$ cat src/rtl/gol_pkg.sv
// Shared types for the Game of Life run scheduler: board type, FSM states and halt reasons.
package gol_pkg;

  localparam int GRID_N = 16;

  typedef logic [GRID_N-1:0][GRID_N-1:0] grid_t;

  typedef enum logic [2:0] {
    IDLE  = 3'd0,
    RUN   = 3'd1,
    PAUSE = 3'd2,
    HALT  = 3'd3
  } sched_state_t;

  typedef enum logic [1:0] {
    HR_NONE    = 2'd0,
    HR_EXTINCT = 2'd1,
    HR_STILL   = 2'd2,
    HR_OSC2    = 2'd3
  } halt_reason_t;

endpackage

$ cat src/rtl/gol_rate_timer.sv
// Generation period counter: expires every 2^rate_sel run cycles, wraps on expiry.
module gol_rate_timer #(
  parameter int RATE_W = 3
) (
  input  logic              clk,
  input  logic              reset,
  input  logic              clear,
  input  logic              run,
  input  logic [RATE_W-1:0] rate_sel,
  output logic              expire
);
  import gol_pkg::*;

  localparam int CNT_W = (1 << RATE_W) - 1;
  localparam logic [CNT_W-1:0] ONES = '1;

  logic [CNT_W-1:0] count;
  logic [CNT_W-1:0] limit;

  // >= rather than == so that lowering rate_sel below the current count expires at once
  always_comb begin
    limit  = ONES >> (RATE_W'(CNT_W) - rate_sel);
    expire = run && (count >= limit);
  end

  always_ff @(posedge clk or posedge reset) begin
    if (reset) begin
      count <= '0;
    end else if (clear) begin
      count <= '0;
    end else if (run) begin
      count <= expire ? '0 : count + 1'b1;
    end
  end

endmodule

$ cat src/rtl/gol_run_scheduler.sv
// Run controller for the Game of Life grid: setup/run/pause/step/halt with auto-halt detection.
// Optional blinker (period-2) halt check enabled by defining GOL_PERIOD2_DETECT_EN.
module gol_run_scheduler #(
  parameter int GRID_N = 16,
  parameter int GEN_W  = 16,
  parameter int RATE_W = 3
) (
  input  logic                          clk,
  input  logic                          reset,
  input  logic                          start,
  input  logic                          pause,
  input  logic                          step_req,
  input  logic [RATE_W-1:0]             rate_sel,
  input  logic [GRID_N-1:0][GRID_N-1:0] grid,
  input  logic [GRID_N-1:0][GRID_N-1:0] grid_next,
  output logic                          enable_update,
  output logic [2:0]                    state,
  output logic [GEN_W-1:0]              generation,
  output logic                          halted,
  output logic [1:0]                    halt_reason
);
  import gol_pkg::*;

  sched_state_t state_q, state_d;
  halt_reason_t reason_q, reason_d;
  logic [GEN_W-1:0] gen_q;
  logic start_q, step_q;
  logic start_rise, step_rise;
  logic expire, tmr_run, tmr_clear;
  logic decide, run_start;
  logic extinct, still, osc2;

  assign start_rise = start && !start_q;
  assign step_rise  = step_req && !step_q;
  assign tmr_run    = (state_q == RUN) && start && !pause;
  assign tmr_clear  = (state_q != RUN);
  assign extinct    = (grid == '0);
  assign still      = (grid_next == grid);

  gol_rate_timer #(.RATE_W(RATE_W)) u_timer (
    .clk      (clk),
    .reset    (reset),
    .clear    (tmr_clear),
    .run      (tmr_run),
    .rate_sel (rate_sel),
    .expire   (expire)
  );

`ifdef GOL_PERIOD2_DETECT_EN
  logic [GRID_N-1:0][GRID_N-1:0] prev_grid;

  assign osc2 = (gen_q >= GEN_W'(2)) && (grid_next == prev_grid);

  always_ff @(posedge clk or posedge reset) begin
    if (reset) begin
      prev_grid <= '0;
    end else if (run_start) begin
      prev_grid <= '0;
    end else if (enable_update) begin
      prev_grid <= grid;
    end
  end
`else
  assign osc2 = 1'b0;
`endif

  // start low beats everything; pause beats a same-cycle expiry
  always_comb begin
    state_d       = state_q;
    reason_d      = reason_q;
    enable_update = 1'b0;
    decide        = 1'b0;
    run_start     = 1'b0;
    case (state_q)
      IDLE: begin
        if (start_rise) begin
          state_d   = RUN;
          reason_d  = HR_NONE;
          run_start = 1'b1;
        end
      end
      RUN: begin
        if (!start)      state_d = IDLE;
        else if (pause)  state_d = PAUSE;
        else if (expire) decide  = 1'b1;
      end
      PAUSE: begin
        if (!start)         state_d = IDLE;
        else if (step_rise) decide  = 1'b1;
        else if (!pause)    state_d = RUN;
      end
      HALT: begin
        if (!start) state_d = IDLE;
      end
      default: state_d = IDLE;
    endcase
    if (decide) begin
      if (extinct) begin
        state_d  = HALT;
        reason_d = HR_EXTINCT;
      end else if (still) begin
        state_d  = HALT;
        reason_d = HR_STILL;
      end else if (osc2) begin
        state_d  = HALT;
        reason_d = HR_OSC2;
      end else begin
        enable_update = 1'b1;
      end
    end
  end

  always_ff @(posedge clk or posedge reset) begin
    if (reset) begin
      state_q  <= IDLE;
      reason_q <= HR_NONE;
      gen_q    <= '0;
      start_q  <= 1'b0;
      step_q   <= 1'b0;
    end else begin
      state_q  <= state_d;
      reason_q <= reason_d;
      start_q  <= start;
      step_q   <= step_req;
      if (run_start) begin
        gen_q <= '0;
      end else if (enable_update && (gen_q != '1)) begin
        gen_q <= gen_q + 1'b1;
      end
    end
  end

  assign state       = state_q;
  assign generation  = gen_q;
  assign halted      = (state_q == HALT);
  assign halt_reason = reason_q;

endmodule

$ cat config.mk
export PLATFORM = sky130hd
export DESIGN_NAME = gol_run_scheduler
export DESIGN_NICKNAME = d
export VERILOG_FILES = /design/src/rtl/gol_pkg.sv /design/src/rtl/gol_rate_timer.sv /design/src/rtl/gol_run_scheduler.sv
export SDC_FILE = /design/constraint.sdc
export NUM_CORES = 1
export LEC_CHECK = 0
export ABC_CLOCK_PERIOD_IN_PS = 4400
export CAP_MARGIN = 20
export CORE_AREA = 4 4 209 211
export DETAILED_ROUTE_END_ITERATION = 7
export DIE_AREA = 0 0 213 215
export GPL_ROUTABILITY_DRIVEN = 0
export GPL_TIMING_DRIVEN = 0
export PLACE_DENSITY = 0.41
export RECOVER_POWER = 100
export REMOVE_ABC_BUFFERS = 1
export SETUP_SLACK_MARGIN = 0.3
export SYNTH_ARGS = -nofsm -noshare
export SYNTH_HDL_FRONTEND = slang
export SYNTH_HIERARCHICAL = 1
export SYNTH_SLANG_ARGS = --single-unit
export TNS_END_PERCENT = 5
$ cat constraint.sdc
create_clock -name clk -period 4.4 [get_ports clk]
set_clock_uncertainty 0.1 [all_clocks]
set_input_delay 0.44 -clock clk [delete_from_list [all_inputs] [get_ports clk]]
set_output_delay 0.44 -clock clk [all_outputs]
set_load 0.1 [all_outputs]
==> results.md <==
- Status: finished clean
- Setup crit end kind: flop
- PD cells: 140 nW/um^2
- Initial core utilization: 0.123
- Max Slew Vio Count: 0
- RSZ-0062 raised after global routing: yes
- Synthesized flop and latch total: 30
- Primary FF master, synth: dfrtp_1
- Post-synthesis sequential area ratio: 0.146
- Distinct cells, synth: 49
- VDD IR max: 0.143 mV
- CP Data Arrival Time: 4.17 ns
- Worst-margin pin slew: 1.06 ns
- Final hold slack: 0.416 ns
- Area of the multi-input gates: 4360 sq um
- Placement-stage cell area: 11200 sq um
- Hold WC Path Type: flop to flop
- Cell Count, Final, Fillers Out: 1716
- Clock tree buffer depth: 2
- Fin crit share: 0.926
- Worst Path Required: 4.50 ns
- Final wirelength: 51.0 mm
- Post-synth EDFFs: 0
- Synth area leader: xnor2_1
- Vias in the first global route: 7857
- Die Ht: 215 um
- Filler cells: 4536
- CTS Buf Count: 5
- Cts hold-fix bufs: 0
- Core area: 41800 sq um
- Syn-to-layout area delta: 124%
- CTS tree: done
- Max Fclk: 245 MHz
- Global-route usage over all layers: 0.209
- Critical Path Source Type: flop
- CTS Root Cell: clkbuf_16
- Layout cells sized above 1: 0.0299
- DP Cell Count: 1693
- Hold Vio Cnt, Final: 0
- Area contributors post-synth: xnor2_1 44%, dfrtp_1 15%, nand4_1 11%
- Initial DRC Count: 284
- Mapped cell area: 5130 sq um
- Leakage: 3.73 nW
- # setup viols final: 0
- Pin count of the biggest net entering global routing: 24
- Max_cap viols: 0
- Die W: 213 um
- Initial antenna violation count: 9
- Die area: 45800 sq um
- Sink count of the clock tree: 30
- Total gr overflow: 0
- Post-synth top area share: 0.439
- WS Path Type: flop to flop
- Syn avg cell area: 8.34 sq um
- Pre-antenna DRT Iters: 5
- IO Pins: 543
- Via density: 4.14
- Register area: 751 sq um
- Final Critical Period: 4.08 ns
- Clock slew at reported path FFs: 0.06 ns
- Antenna-violating nets left: 0
- CP max FO: 9
- Via count: 7110
- DRC: 0
- Synth Instances: 615
- Post-synth top cells: 257 x xnor2_1, 92 x nand4_1, 84 x nor4_1
- Htree depth: 2
- Async SR Flop Fraction: 1.00
- Slew Limit Headroom: 0.293
- Final total power: 0.00161 W
- Final #Nets: 1698
- Hpwl dp: 47.6 mm
- Yosys warnings: 6
- # rows: 75
- IO Port Bufs: 542
- Count leader, synth: xnor2_1
- Global-route wire length before repair: 65.3 mm
- Final std cell area, no fill: 11500 sq um
- Setup TNS: 0 ns
- Avg WL per Cell: 29.7 um
- Clock latency on the worst-skew pair: 0.27 ns
-- worst paths after layout --
kind	from	end	slack (ns)	depth (start not counted)
max reg2reg	state[0]	generation[5]	0.32	13
max	state[0]	generation[5]	0.32	13
max in group asynchronous	reset	generation[9]	2.47	3
min	generation[5]	generation[5]	0.42	1
min reg2reg	generation[5]	generation[5]	0.42	1
min in group asynchronous	reset	state[0]	0.47	2
-- metal layers --
metal  GRT usage  vias up  wire length [um]
li1            -     3433                 -
met1       0.256     3299             21000
met2       0.373      345             25200
met3      0.0506       29              3800
met4      0.0395        4               893
met5           0        -                27
-- repair_timing --
action	4_1_cts	5_1_grt
pin swaps	3	1
buffers inserted	6	1
resized for setup	11	6
endpoints found under the setup margin	17	15
gates cloned	0	0
-- cells by family (layout without fill, tap and decap cells) --
family          Yosys count  after routing  synth area share
flops                    30             30             0.146
buf+inv                  14            569            0.0124
fa+ha+maj                 9              9            0.0220
other cells               1              8          0.000731
mux                      10             10            0.0205
simple gates            262            262             0.307
compound gates           24             24            0.0381
xor+xnor                265            265             0.453
-- report_power, final --
part,internal [W],switching [W]
sequential,0.000278,0.00000196
combinational,0.000582,0.000402
clock,0.000224,0.000125
-- cell usage in the layout (no fill, tap or decap), drive strengths merged, types with 7 or more instances in the layout --
master	n
nand4	92
mux2i	9
nor3	10
clkdlybuf4s50	515
inv	8
ha	9
xor2	8
nor2	9
xnor2	257
buf	9
dfrtp	30
nor4	86
clkbuf	9
nand2	29
a21oi	7
diode	7
dlygate4sd3	26
nand3	10
-- flip-flops by register name, indices dropped and copies added (netlist names) --
signal and flops:
generation 16, u_timer/count 7, state 3, halt_reason 2
start_q 1, step_q 1
-- critical path, cell delays in order, from the launching register on --
cell        delay, ns
dfrtp_1          0.42
inv_1            0.13
or3_4            0.44
or3b_2           0.49
clkinvlp_2       0.25
nand4_1          0.22
o32ai_4          0.29
nor4b_2          0.26
a31oi_1          0.11
nor2_2           0.19
nand3_1          0.32
or3_1            0.48
nor2_1           0.13
mux2i_1          0.19
-- area by class of cell --
class	instances	area share
clock inverter	1	0.000436
tap	539	0.0587
antenna	7	0.00153
inverter	9	0.00305
clock buffer	7	0.0124
multi-input combinational	571	0.379
timing repair buffer	552	0.479
sequential	30	0.0654
-- metrics by stage --
step | worst slack, ns | utilization
after detailed placement | -0.876 | 0.269
after CTS | 0.310 | 0.274
final | 0.325 | 0.275
after floorplan | -0.918 | -
after global placement | -1.04 | 0.268
after global routing | 0.0863 | 0.275
No activity file was read; power rests on OpenSTA's default activity.
